**config.mk**
```make
export PLATFORM = sky130hd
export DESIGN_NAME = mbgd_apb_master
export DESIGN_NICKNAME = d
export VERILOG_FILES = /design/src/rtl/mbgd_apb_master.sv
export SDC_FILE = /design/constraint.sdc
export NUM_CORES = 1
export LEC_CHECK = 0
export CORE_AREA = 2 2 73 54
export CTS_CLUSTER_DIAMETER = 60
export DETAILED_ROUTE_END_ITERATION = 16
export DIE_AREA = 0 0 75 56
export GPL_ROUTABILITY_DRIVEN = 0
export GPL_TIMING_DRIVEN = 1
export PLACE_DENSITY = 0.75
export SKIP_CTS_REPAIR_TIMING = 1
export SLEW_MARGIN = 20
export SYNTH_ARGS = -nofsm -noshare
export SYNTH_HDL_FRONTEND = slang
export SYNTH_SLANG_ARGS = --single-unit
```
**constraint.sdc**
```tcl
create_clock -name apb_pclk -period 1.68 [get_ports apb_pclk]
set_clock_uncertainty 0.1 [all_clocks]
set_input_delay 0.336 -clock apb_pclk [delete_from_list [all_inputs] [get_ports apb_pclk]]
set_output_delay 0.336 -clock apb_pclk [all_outputs]
set_load 0.01 [all_outputs]
```
**src/rtl/mbgd_apb_master.sv**
```systemverilog
// APB initiator: single read/write commands in over valid/ready, one response pulse out each.
// Optional ACCESS-phase timeout is built when MBGD_APB_MASTER_TIMEOUT_EN is defined.
module mbgd_apb_master #(
  parameter int unsigned ADDR    = 8,
  parameter int unsigned DATA    = 8,
  parameter int unsigned TIMEOUT = 16
) (
  input  logic            apb_pclk,
  input  logic            resetn,
  // Command port
  input  logic            cmd_valid,
  output logic            cmd_ready,
  input  logic            cmd_write,
  input  logic [ADDR-1:0] cmd_addr,
  input  logic [DATA-1:0] cmd_wdata,
  // Response port
  output logic            rsp_valid,
  output logic [DATA-1:0] rsp_rdata,
  output logic            rsp_err,
  // APB initiator
  output logic            apb_psel,
  output logic            apb_penable,
  output logic            apb_pwrite,
  output logic [ADDR-1:0] apb_paddress,
  output logic [DATA-1:0] apb_pwdata,
  input  logic            apb_pready,
  input  logic [DATA-1:0] apb_prdata,
  output logic [1:0]      state
);

  typedef enum logic [1:0] {
    StIdle   = 2'b00,
    StSetup  = 2'b01,
    StAccess = 2'b10,
    StBad    = 2'b11
  } state_e;

  state_e            state_q;
  logic              psel_q;
  logic              penable_q;
  // APB address/control registers double as the command holding registers.
  logic              pwrite_q;
  logic [ADDR-1:0]   paddr_q;
  logic [DATA-1:0]   pwdata_q;
  logic              rsp_valid_q;
  logic [DATA-1:0]   rsp_rdata_q;

`ifdef MBGD_APB_MASTER_TIMEOUT_EN
  localparam logic [8:0] TimeoutLimit = 9'(TIMEOUT);

  logic              rsp_err_q;
  logic [7:0]        wait_cnt_q;
  logic              timeout_hit;

  // Abort when this pready-low cycle would bring the wait count up to the limit.
  assign timeout_hit = ({1'b0, wait_cnt_q} + 9'd1) >= TimeoutLimit;
`endif

  always_ff @(posedge apb_pclk or negedge resetn) begin
    if (!resetn) begin
      state_q     <= StIdle;
      psel_q      <= 1'b0;
      penable_q   <= 1'b0;
      pwrite_q    <= 1'b0;
      paddr_q     <= '0;
      pwdata_q    <= '0;
      rsp_valid_q <= 1'b0;
      rsp_rdata_q <= '0;
`ifdef MBGD_APB_MASTER_TIMEOUT_EN
      rsp_err_q   <= 1'b0;
      wait_cnt_q  <= 8'd0;
`endif
    end else begin
      rsp_valid_q <= 1'b0;
`ifdef MBGD_APB_MASTER_TIMEOUT_EN
      rsp_err_q   <= 1'b0;
`endif
      case (state_q)
        StIdle: begin
          if (cmd_valid) begin
            state_q  <= StSetup;
            psel_q   <= 1'b1;
            pwrite_q <= cmd_write;
            paddr_q  <= cmd_addr;
            pwdata_q <= cmd_wdata;
`ifdef MBGD_APB_MASTER_TIMEOUT_EN
            wait_cnt_q <= 8'd0;
`endif
          end
        end
        StSetup: begin
          state_q   <= StAccess;
          penable_q <= 1'b1;
        end
        StAccess: begin
          if (apb_pready) begin
            rsp_valid_q <= 1'b1;
            rsp_rdata_q <= pwrite_q ? '0 : apb_prdata;
            state_q     <= StIdle;
            psel_q      <= 1'b0;
            penable_q   <= 1'b0;
            pwrite_q    <= 1'b0;
            paddr_q     <= '0;
            pwdata_q    <= '0;
          end
`ifdef MBGD_APB_MASTER_TIMEOUT_EN
          else if (timeout_hit) begin
            rsp_valid_q <= 1'b1;
            rsp_err_q   <= 1'b1;
            rsp_rdata_q <= '0;
            state_q     <= StIdle;
            psel_q      <= 1'b0;
            penable_q   <= 1'b0;
            pwrite_q    <= 1'b0;
            paddr_q     <= '0;
            pwdata_q    <= '0;
          end else if (wait_cnt_q != 8'hFF) begin
            wait_cnt_q <= wait_cnt_q + 8'd1;
          end
`endif
        end
        default: begin
          // Illegal encoding: drop the bus and return to IDLE without a response.
          state_q   <= StIdle;
          psel_q    <= 1'b0;
          penable_q <= 1'b0;
          pwrite_q  <= 1'b0;
          paddr_q   <= '0;
          pwdata_q  <= '0;
        end
      endcase
    end
  end

  // Gated with resetn so the port reads 0 while reset is held.
  assign cmd_ready    = resetn && (state_q == StIdle);
  assign rsp_valid    = rsp_valid_q;
  assign rsp_rdata    = rsp_rdata_q;
  assign apb_psel     = psel_q;
  assign apb_penable  = penable_q;
  assign apb_pwrite   = pwrite_q;
  assign apb_paddress = paddr_q;
  assign apb_pwdata   = pwdata_q;
  assign state        = state_q;

`ifdef MBGD_APB_MASTER_TIMEOUT_EN
  assign rsp_err = rsp_err_q;
`else
  assign rsp_err = 1'b0;
`endif

endmodule

```
==> results.txt, run 1 <==
The run finished with clean final reports. The post-place instance area came out at 0.002051 mm2. The relative area change from synthesis to final layout is 53.71%. The count of input and output buffers is 59. The multi-input combinational cell area came out at 559.3 um2. Entering global routing, the biggest net connects 31 pins. The tree is rooted in a sky130_fd_sc_hd__clkbuf_8. The initial cell density of the core is 40.63%. STA classifies the critical path endpoint as an output port. The hold violation total from the final report was 0. The via count came out at 1201. The initial antenna violation count came out at 0. The number of endpoints failing setup at the final stage is 0. The required time of the critical path is 1.24 ns. Clock-pin slew was measured on the worst setup and hold paths at 0.06 ns.

The total of max-cap violations came out at 0. The total overflow left after global routing is 0. The synthesized netlist contains 25 unique library cells. The number of buffers on the longest clock path is 2. Of the cells placed in the final design, the portion with a size suffix greater than 1 is between 10% and 20%.

The layout has 280 filler cells. The finished layout cell area came out at ~0.0022 mm2. The critical path goes through clkdlybuf4s50_1. The sequential cell area in the final layout came out at approximately 750 um2.

The upper clock frequency limit came out at 0.6106 GHz. After detailed routing, the average wire length per cell comes to approximately 15 um. The net count reported at finish is roughly 220. Leaving out fill and tap cells, the most frequent cells in the layout are sky130_fd_sc_hd__clkdlybuf4s50_1 (54), sky130_fd_sc_hd__dfrtp_1 (30), sky130_fd_sc_hd__o21ai_1 (10).

Setup repair after global routing left no endpoint under its margin. The full die area came out at 0.004200 mm2. The part of the cycle the worst path needs is 97.49%. The area of the core is roughly 0.0034 mm2.

The number of standard cells after synthesis came out at 128. The part of the Yosys area used for sequential elements came out at between 50% and 60%. The routed wire length is 3536 um. The cell depth of the worst setup path came out at 1.

Counting I/O delays and the setup requirement, the final critical path takes 1.638 ns. The number of warnings reported in the yosys synthesis log came out at 0. The largest fanout on the critical path is 3. The global-route wire length before repair is 5747 um. The number of search-and-repair iterations in the first detailed-routing pass is 4. The utilization of the core after routing came out at about 62%. The clock drives 30 sinks.

The largest incremental delay on the critical path is 0.56 ns. The post-detailed-placement half-perimeter wirelength is about 2600 um. The global-route usage over all layers came out at 18.25%. The worst reg2reg path depth came out at 3. The placement row count is 18.

The TritonCTS clock tree is done. The clock reaches the later pin of the worst-skew pair after around 0.27 ns. VDD sags by at most 0.0007808 V. Leaving out fill and tap cells, the most frequent cell in the layout is sky130_fd_sc_hd__clkdlybuf4s50_1.

The count of boundary I/O pins came out at between 60 and 70. Timing analysis after detailed placement gives a worst setup slack of -0.3063 ns. The post-route DRC violation count came out at 0. The post-synthesis sequential element count came out at 30. Each instance of the synthesized netlist takes up on average 10.94 um2.

The count of inserted antenna diode cells came out at 0. Across all hold checks on the routed design, the worst slack comes to between 0.3 and 0.4 ns. The data arrival time of the worst path is 1.20 ns. The width of the die is 75 um. For the pin with the worst max-slew slack, the measured transition is 0.6192 ns. The netlist area before placement is 0.001400 mm2.

The number of vias per cell is 4.983. The number of H-tree levels is 2. The startpoint-to-endpoint class of the critical path is register to output port. The height of the die came out at 56 um. The number of buffer and inverter instances along the worst setup path is 1. The number of clock buffers added by TritonCTS is 5. The count of final max-slew check failures was 0. The worst setup path is launched from a register. The completed layout was analyzed and its total power is 3.547 mW.

The cell depth of the worst hold path is 2. The final worst setup slack came out at between 0.04 and 0.05 ns. The net count after synthesis came out at 157. The remaining number of nets flagged by the antenna check after routing came out at 0.

The relative max-transition margin is between 50% and 60%. The total power divided by cell area is between 1500 and 2000 mW/mm2. The analysis attributes to cell leakage a power of 1.012 nW. The min-delay analysis places its worst path in the category register to register. The family of cells with the greatest summed delay on the critical path is buffers and inverters.

The highest-delay cell along the critical path is sky130_fd_sc_hd__clkdlybuf4s50_1. The via count of the first global-routing pass came out at around 1200. The first routing iteration left 45 violations.
==> power breakdown <==
part	internal, mW	switching [mW]
combinational	0.979	0.768
sequential	1.03	0.208
clock	0.315	0.243
total	2.33	1.22
==> cell type report <==
| class | count | share of cell area [%] |
|---|---|---|
| multi-input cells | 82 | 25.99 |
| repair buffers | 69 | 31.69 |
| clock buffers | 6 | 3.837 |
| inverters | 4 | 0.6977 |
| well taps | 50 | 2.907 |
| flip-flops and latches | 30 | 34.88 |
==> tightest hold or removal path: cells and delay by family (launching register included) <==
kind	cells	cell delay (ns)
flip-flops	1	0.34
AO/OA/AOI/OAI	1	0.06
AND/OR/NAND/NOR	1	0.05
==> through the flow <==
stage / TNS (ns) / cells
final: 0 / 241
after global routing: 0 / 241
after CTS: -0.6263 / 241
after detailed placement: -2.578 / 235
after global placement: -1.968 / 235
after floorplan: 0 / 128
==> synthesized netlist by cell type <==
master | n | share of area [%]
sky130_fd_sc_hd__a21oi_1 | 1 | 0.36
sky130_fd_sc_hd__a21oi_4 | 1 | 1.2
sky130_fd_sc_hd__a221o_1 | 9 | 6.4
sky130_fd_sc_hd__a22oi_1 | 8 | 4.3
sky130_fd_sc_hd__and2_1 | 2 | 0.89
sky130_fd_sc_hd__and2b_1 | 2 | 1.1
sky130_fd_sc_hd__and3_1 | 9 | 4.0
sky130_fd_sc_hd__buf_1 | 1 | 0.27
sky130_fd_sc_hd__buf_2 | 5 | 1.8
sky130_fd_sc_hd__buf_4 | 1 | 0.54
sky130_fd_sc_hd__buf_6 | 3 | 2.4
sky130_fd_sc_hd__clkbuf_1 | 2 | 0.54
sky130_fd_sc_hd__conb_1 | 1 | 0.27
sky130_fd_sc_hd__dfrtp_1 | 30 | 54
sky130_fd_sc_hd__inv_1 | 1 | 0.27
sky130_fd_sc_hd__inv_2 | 3 | 0.80
sky130_fd_sc_hd__nand2_1 | 9 | 2.4
sky130_fd_sc_hd__nand2b_1 | 8 | 3.6
sky130_fd_sc_hd__nand3b_2 | 1 | 0.80
sky130_fd_sc_hd__nor2_2 | 1 | 0.45
sky130_fd_sc_hd__nor2b_1 | 10 | 4.5
sky130_fd_sc_hd__o21a_1 | 1 | 0.54
sky130_fd_sc_hd__o21ai_1 | 10 | 3.6
sky130_fd_sc_hd__o22ai_1 | 1 | 0.45
sky130_fd_sc_hd__o2bb2ai_1 | 8 | 5.0
==> routing by layer <==
layer,share of wire [%],vias to the layer above,track usage (%)
li1,-,580,-
met1,46,580,25.14
met2,46,36,26.44
met3,6.3,5,6.341
met4,1.0,0,6.378
met5,0,-,0
==> kinds of logic after synthesis <==
group | synth area share (%)
and+or+nand+nor | 17.69
buffers and inverters | 6.612
DFF | 53.62
other | 0.2678
AOI/OAI and AO/OA | 21.81
==> flip-flops by register name (all words and copies together) (netlist names) <==
name	flops
apb_paddress	8
apb_pwdata	8
rsp_rdata	8
state	2
apb_penable	1
apb_psel	1
apb_pwrite	1
rsp_valid	1
==> final timing paths <==
path,startpoint,end,slack [ns]
max,apb_pwdata[2],apb_pwdata[2],0.04
min,rsp_rdata[6],rsp_rdata[6],0.39
max reg2reg,state[1],apb_paddress[0],0.18
min reg2reg,rsp_rdata[6],rsp_rdata[6],0.39
max in group asynchronous,resetn,apb_paddress[4],0.76
min in group asynchronous,resetn,apb_psel,0.43
Note: power is estimated with default switching activity, not from simulation.
==> run 2, diff against run 1 <==
--- a/config.mk
+++ b/config.mk
@@ -5,13 +5,14 @@
 export SDC_FILE = /design/constraint.sdc
 export NUM_CORES = 1
 export LEC_CHECK = 0
-export CORE_AREA = 2 2 73 54
+export ABC_AREA = 1
+export CORE_AREA = 2 2 67 50
 export CTS_CLUSTER_DIAMETER = 60
 export DETAILED_ROUTE_END_ITERATION = 16
-export DIE_AREA = 0 0 75 56
+export DIE_AREA = 0 0 69 52
 export GPL_ROUTABILITY_DRIVEN = 0
 export GPL_TIMING_DRIVEN = 1
-export PLACE_DENSITY = 0.75
+export PLACE_DENSITY = 0.8
 export SKIP_CTS_REPAIR_TIMING = 1
 export SLEW_MARGIN = 20
 export SYNTH_ARGS = -nofsm -noshare
==> constraint.sdc (replaced) <==
create_clock -name apb_pclk -period 1.9 [get_ports apb_pclk]
set_clock_uncertainty 0.1 [all_clocks]
set_input_delay 0.38 -clock apb_pclk [delete_from_list [all_inputs] [get_ports apb_pclk]]
set_output_delay 0.38 -clock apb_pclk [all_outputs]
set_load 0.01 [all_outputs]
==> results.txt, run 2 <==
The run finished with clean final reports. The part of the Yosys area used for sequential elements is 63.03% (+9.4 points). The via count of the first global-routing pass was 1014 (-17%). In the layout the commonest cells are sky130_fd_sc_hd__nand2_1 (75), sky130_fd_sc_hd__clkdlybuf4s50_1 (58), sky130_fd_sc_hd__dfrtp_1 (30).

The ratio of cells with drive above 1 in the final layout was 6.122% (-5.9 points). The post-placement cell count is 226 (-3.8%). The full die area is 0.003588 mm2 (-15%). The via count came out at 1032 (-14%). By instance count, the leading cell after synthesis is sky130_fd_sc_hd__nand2_1.

The largest fanout on the critical path is 5 (+2). The signal on the critical path passes through clkdlybuf4s50_1. The width of the die is 69 um (-8.0%). The area of the core is 0.002978 mm2 (-14%). The total negative slack came out at 0 ns (unchanged). The largest net degree at the start of global routing came out at 31 (unchanged). The hold violation total from the final report came to 0 (unchanged). The part of the cycle the worst path needs came out at 93.30%. The post-detailed-placement half-perimeter wirelength is 2116 um (-19%).

Grouping stages by cell kind, the critical path spends the most delay in buffers and inverters. For this run, the top clock speed supported by timing is about 0.56 GHz. The clock sink count was 30 (unchanged). The fraction of synthesis flops using an asynchronous set or reset pin was 100.0% (unchanged). Summed over all instances, the cell type with the most area after synthesis is sky130_fd_sc_hd__dfrtp_1.

TritonCTS built the clock tree. The count of different cell masters after synthesis came out at 14 (-44%). For this design, the slowest cell found on the critical path is sky130_fd_sc_hd__clkdlybuf4s50_1. The tree is rooted in a sky130_fd_sc_hd__clkbuf_8. The total of max-cap violations came out at 0 (unchanged). The number of vias per cell came to 4.410 (-12%). The startpoint-to-endpoint class of the critical path is register to output port.

The total of fill cells in the finished design came out at 256 (-8.6%). The leakage dissipation is 0.9560 nW (-5.6%). The net count reported at finish is 224 (+1.4%). Setup repair after global routing left no endpoint under its margin. The routed wire length was 2878 um (-19%). The count of boundary I/O pins came out at 61 (unchanged). The total power divided by cell area was 1539 mW/mm2 (-6.6%).

The number of buffer and inverter instances along the worst setup path is 1 (unchanged). The placement row count came out at 17 (-1). The number of H-tree levels came to 2 (unchanged). The worst setup path is launched from a register.

The count of final max-slew check failures came out at 0 (unchanged). The data arrival time of the worst path is 1.29 ns (+0.09 ns). Sorting the synthesized cells by area gives the leading types as sky130_fd_sc_hd__dfrtp_1 (63%), sky130_fd_sc_hd__nand2_1 (24%), sky130_fd_sc_hd__o21ai_0 (3.4%), sky130_fd_sc_hd__buf_6 (2.8%), sky130_fd_sc_hd__inv_1 (2.2%). The area share of the largest cell type after synthesis came out at 63.03% (+9.4 points). The post-detailed-route wirelength per cell is 12.30 um (-16%). The total grt overflow is 0 (unchanged). The tightest min-delay check is of the register to register type. The number of standard cells after synthesis came out at 132 (+3.1%). The CTS clock-pin slew for the worst setup and hold paths is 0.06 ns (about the same).

The multi-input combinational cell area is 369.1 um2 (-34%). The final non-filler cell total was 234 (-2.9%). The net count after synthesis is 161 (+2.5%).

The netlist area before placement was 0.001191 mm2 (-15%). The sequential cell area in the final layout is 750.7 um2 (unchanged). The peak ir drop on the vdd network is 0.0008210 V (+5.2%). The height of the die is 52 um (-7.1%). The largest incremental delay on the critical path was 0.59 ns (+0.03 ns). STA classifies the critical path endpoint as an output port.

The pin slew with the least headroom to its limit is 0.4989 ns (-0.1203 ns). The TritonCTS buffer count is 5 (unchanged). The relative area change from synthesis to final layout is 58.61%. The number of warnings reported in the yosys synthesis log is 0 (unchanged). The count of inserted antenna diode cells is 0 (unchanged). The remaining number of nets flagged by the antenna check after routing came to 0 (unchanged). The detailed router's first-iteration violation count came out at 35 (-22%). The library cell used most frequently in the layout, excluding fill and tap cells, is sky130_fd_sc_hd__nand2_1. Ranked by instance count, the synthesized netlist is headed by sky130_fd_sc_hd__nand2_1 (75), sky130_fd_sc_hd__dfrtp_1 (30), sky130_fd_sc_hd__o21ai_0 (8).

The count of input and output buffers is 59 (unchanged). The worst path needs 1.773 ns of the cycle, external delays included. The main flop type after synthesis is sky130_fd_sc_hd__dfrtp_1.

The initial cell density of the core is 40.00% (-0.63 points). The post-route DRC violation count was 0 (unchanged). The number of buffers on the longest clock path came to 2 (unchanged). The number of endpoints failing setup at the final stage was 0 (unchanged).

The finished layout cell area was 0.001889 mm2 (-12%). The initial antenna violation count came out at 0 (unchanged). The relative max-transition margin came out at 66.65% (+8.0 points). The insertion delay to the later sink of the worst-skew pair is 0.27 ns (about the same).

The number of enable flip-flop cells after synthesis came out at 0 (unchanged). The post-place instance area came to 0.001795 mm2 (-12%). The average footprint of a synthesized cell came to 9.024 um2 (-18%). The required time of the critical path is 1.42 ns (+0.18 ns). The global-route usage over all layers came out at 17.37% (-0.88 points). The number of search-and-repair iterations in the first detailed-routing pass was 4 (unchanged). The global-route wire length before repair is 4678 um (-19%). The register-to-register setup slack came to 0.50 ns (+0.32 ns). The post-synthesis sequential element count is 30 (unchanged).
[run 2: routing by layer]
layer  vias to the layer above  global-route usage [%]  share of wire [%]
met5                         -                       0                  0
met4                         0                   6.863               0.83
met3                         3                   7.946                8.3
met2                        32                   29.65                 49
met1                       475                   19.25                 41
li1                        522                       -                  -
[run 2: final timing paths]
| check | cells after the start | from | end |
|---|---|---|---|
| setup / recovery | 1 | state[1] | state[1] |
| max in group asynchronous | 2 | resetn | rsp_valid |
| hold reg to reg | 2 | apb_pwdata[7] | apb_pwdata[7] |
| min in group asynchronous | 2 | resetn | apb_paddress[4] |
| hold / removal | 2 | apb_pwdata[7] | apb_pwdata[7] |
| setup reg to reg | 3 | state[0] | rsp_rdata[0] |
[run 2: area by class of cell]
type,count,share of cell area [%]
Timing Repair Buffer,60,31.79
Multi-Input combinational cell,90,19.54
Sequential cell,30,39.74
Tap cell,38,2.517
Clock buffer,7,4.570
Clock inverter,1,0.2649
Inverter,8,1.589
[run 2: report_power, final]
part / switching (mW) / internal [mW]
Combinational: 0.628 / 0.674
Clock: 0.219 / 0.291
Sequential: 0.175 / 0.921
[run 2: cells by family after synthesis]
kind of cell,share of synthesized area [%]
simple gates,27.31
compound gates,3.361
buf+inv,5.988
other cells,0.3148
flops,63.03
[run 2: metrics by stage]
| stage | power (mW) | setup slack (ns) | util [%] | hold WS [ns] |
|---|---|---|---|---|
| after global placement | 2.371 | -0.1258 | 60.29 | 0.3524 |
| after CTS | 2.952 | -0.1327 | 63.36 | 0.3743 |
| after floorplan | 1.682 | 0.6266 | - | -0.01559 |
| final | 2.908 | 0.1273 | 63.45 | 0.3709 |
| after global routing | 3.107 | 0.1045 | 63.45 | 0.3941 |
| after detailed placement | 2.419 | -0.1098 | 60.29 | 0.3597 |
==> run 3, diff against run 2 <==
--- a/config.mk
+++ b/config.mk
@@ -6,13 +6,13 @@
 export NUM_CORES = 1
 export LEC_CHECK = 0
 export ABC_AREA = 1
-export CORE_AREA = 2 2 67 50
+export CORE_AREA = 2 2 73 54
 export CTS_CLUSTER_DIAMETER = 60
 export DETAILED_ROUTE_END_ITERATION = 16
-export DIE_AREA = 0 0 69 52
+export DIE_AREA = 0 0 75 56
 export GPL_ROUTABILITY_DRIVEN = 0
 export GPL_TIMING_DRIVEN = 1
-export PLACE_DENSITY = 0.8
+export PLACE_DENSITY = 0.71
 export SKIP_CTS_REPAIR_TIMING = 1
 export SLEW_MARGIN = 20
 export SYNTH_ARGS = -nofsm -noshare
==> constraint.sdc (replaced) <==
create_clock -name apb_pclk -period 1.52 [get_ports apb_pclk]
set_clock_uncertainty 0.1 [all_clocks]
set_input_delay 0.304 -clock apb_pclk [delete_from_list [all_inputs] [get_ports apb_pclk]]
set_output_delay 0.304 -clock apb_pclk [all_outputs]
set_load 0.01 [all_outputs]
==> results.txt, run 3 (synthesis results as in run 2) <==
In the layout the commonest cells are sky130_fd_sc_hd__nand2_1 (75), sky130_fd_sc_hd__dfrtp_1 (30), sky130_fd_sc_hd__dlymetal6s2s_1 (30). The cell depth of the worst hold path came out at 2 (unchanged). The count of final max-slew check failures is 0 (unchanged). The leakage dissipation is 1.405 nW (+47%).

Traced cell by cell, the critical path runs through clkdlybuf4s50_1 > inv_1 > nor2_1 > buf_2. TritonCTS built the clock tree. The ratio of cells with drive above 1 in the final layout came out at 9.406% (+3.3 points). The placement row count was 18 (+1). The type of destination of the critical path is an output port.

In this run the most critical hold path is launched from apb_paddress[0]. The utilization of the core after routing came to 59.62% (-3.8 points). The highest layer used for signal routing is met4. The global-route usage over all layers came out at 14.58% (-2.8 points). The met2 routed wirelength is 1358 um (-4.6%). The routed wire length is 2823 um (-1.9%).

The upper clock frequency limit came out at 0.6765 GHz. The part of the cycle the worst path needs came out at 97.25%. The CTS clock-pin slew for the worst setup and hold paths is 0.06 ns (about the same). The remaining number of nets flagged by the antenna check after routing is 0 (unchanged). The count of input and output buffers is 59 (unchanged). The total negative slack is 0 ns (unchanged). The TritonCTS buffer count is 5 (unchanged).

The startpoint class of the critical path is a primary input. The total power after layout is 3.713 mW (+28%). The required time of the critical path came out at 1.12 ns (-0.30 ns). The multi-input combinational cell area came out at 369.1 um2 (unchanged). The cell at the root of the clock tree is sky130_fd_sc_hd__clkbuf_8. The flow ran to the end, and the final reports show no timing, DRC or antenna violations. The routed length on met3 came to 303 um (+27%). The relative area change from synthesis to final layout is 72.48%. The met1 wire length is 1153 um (-3.1%).

The height of the die came out at 56 um (+7.7%). The post-detailed-route wirelength per cell came out at 11.20 um (-8.9%). The post-detailed-placement half-perimeter wirelength came out at 2082 um (-1.6%). In this run the critical register-to-register path is captured at apb_paddress[4]. The count of boundary I/O pins was 61 (unchanged). The data arrival time of the worst path came out at 1.07 ns (-0.22 ns). The register-to-register setup slack came out at 0.24 ns (-0.26 ns). The initial antenna violation count is 0 (unchanged). The total grt overflow is 0 (unchanged).

The via count of the first global-routing pass is 1035 (+2.1%). The total of max-cap violations came out at 0 (unchanged). The sequential cell area in the final layout is 750.7 um2 (unchanged). The number of H-tree levels came out at 2 (unchanged). The width of the die came to 75 um (+8.7%). The area of the core is 0.003446 mm2 (+16%). The post-route DRC violation count was 0 (unchanged). The largest incremental delay on the critical path is 0.49 ns (-0.10 ns).

For this design, the slowest cell found on the critical path is sky130_fd_sc_hd__clkdlybuf4s50_1. The worst hold path belongs to the class register to register. The via count came out at 1069 (+3.6%). The number of vias per cell was 4.242 (-3.8%).

The clock sink count is 30 (unchanged). The largest net degree at the start of global routing came out at 31 (unchanged). The total power divided by cell area came out at 1807 mW/mm2 (+17%). The global-route wire length before repair came out at 4526 um (-3.2%). The initial cell density of the core was 34.57% (-5.4 points). The number of buffers on the longest clock path is 2 (unchanged). The most common cell after layout, fill and taps aside is sky130_fd_sc_hd__nand2_1. The number of endpoints failing setup at the final stage is 0 (unchanged). The total of fill cells in the finished design came out at 294 (+15%). The net count reported at finish came out at 230 (+2.7%). For the finished layout, the period the worst path requires is 1.478 ns. The full die area is 0.004200 mm2 (+17%). The largest fanout on the critical path came out at 2 (-3).

The insertion delay to the later sink of the worst-skew pair is 0.27 ns (about the same). The worst hold path terminates at apb_paddress[0]. The startpoint-to-endpoint class of the critical path is primary input to output port. The count of inserted antenna diode cells came out at 0 (unchanged). The hold violation total from the final report came out at 0 (unchanged).

The reg-to-reg startpoint is state[0]. The peak ir drop on the vdd network is 0.001034 V (+26%). The number of search-and-repair iterations in the first detailed-routing pass came out at 4 (unchanged). The detailed router's first-iteration violation count is 42 (+20%).

The worst reg2reg path depth was 7 (+4).
[run 3: layout make-up]
| type | count | share of cell area (%) |
|---|---|---|
| clock inverter | 1 | 0.2436 |
| multi-input combinational | 90 | 17.97 |
| tap | 50 | 3.045 |
| sequential | 30 | 36.54 |
| timing repair buffer | 66 | 36.54 |
| inverter | 8 | 1.462 |
| clock buffer | 7 | 4.202 |
[run 3: per-stage QoR]
stage               hold WS, ns  instances  setup slack (ns)  cell area (um2)
finish                   0.3648        252           0.04177             2054
global placement         0.3530        244           -0.3438             1893
floorplan              -0.09159        132            0.2869             1191
CTS                      0.3673        252           -0.3587             1984
detailed placement       0.3579        244           -0.3573             1893
global route             0.3908        252          -0.02298             2054
[run 3: worst max-delay path, delay by kind of cell]
kind                   cells  cell delay, ns
and+or+nand+nor            1            0.09
buffers and inverters      3            0.67
[run 3: how the worst max path moves through the flow]
stage,slack (ns),startpoint,endpoint
CTS,-0.36,state[0],cmd_ready
finish,0.04,resetn,cmd_ready
global route,-0.02,state[1],cmd_ready
global placement,-0.34,resetn,cmd_ready
detailed placement,-0.36,resetn,cmd_ready
floorplan,0.29,state[0],apb_paddress[0]
[run 3: metal layers]
metal | up-vias | track usage (%)
met2 | 44 | 21.68
met3 | 2 | 10.14
li1 | 532 | -
met5 | - | 0
met4 | 0 | 5.102
met1 | 491 | 16.34
[run 3: power by group]
group / internal (mW) / total (mW) / switching [mW] / leakage (nW)
clock: 0.364 / 0.645 / 0.280 / 0.0482
combinational: 0.911 / 1.74 / 0.828 / 0.971
sequential: 1.15 / 1.33 / 0.178 / 0.386
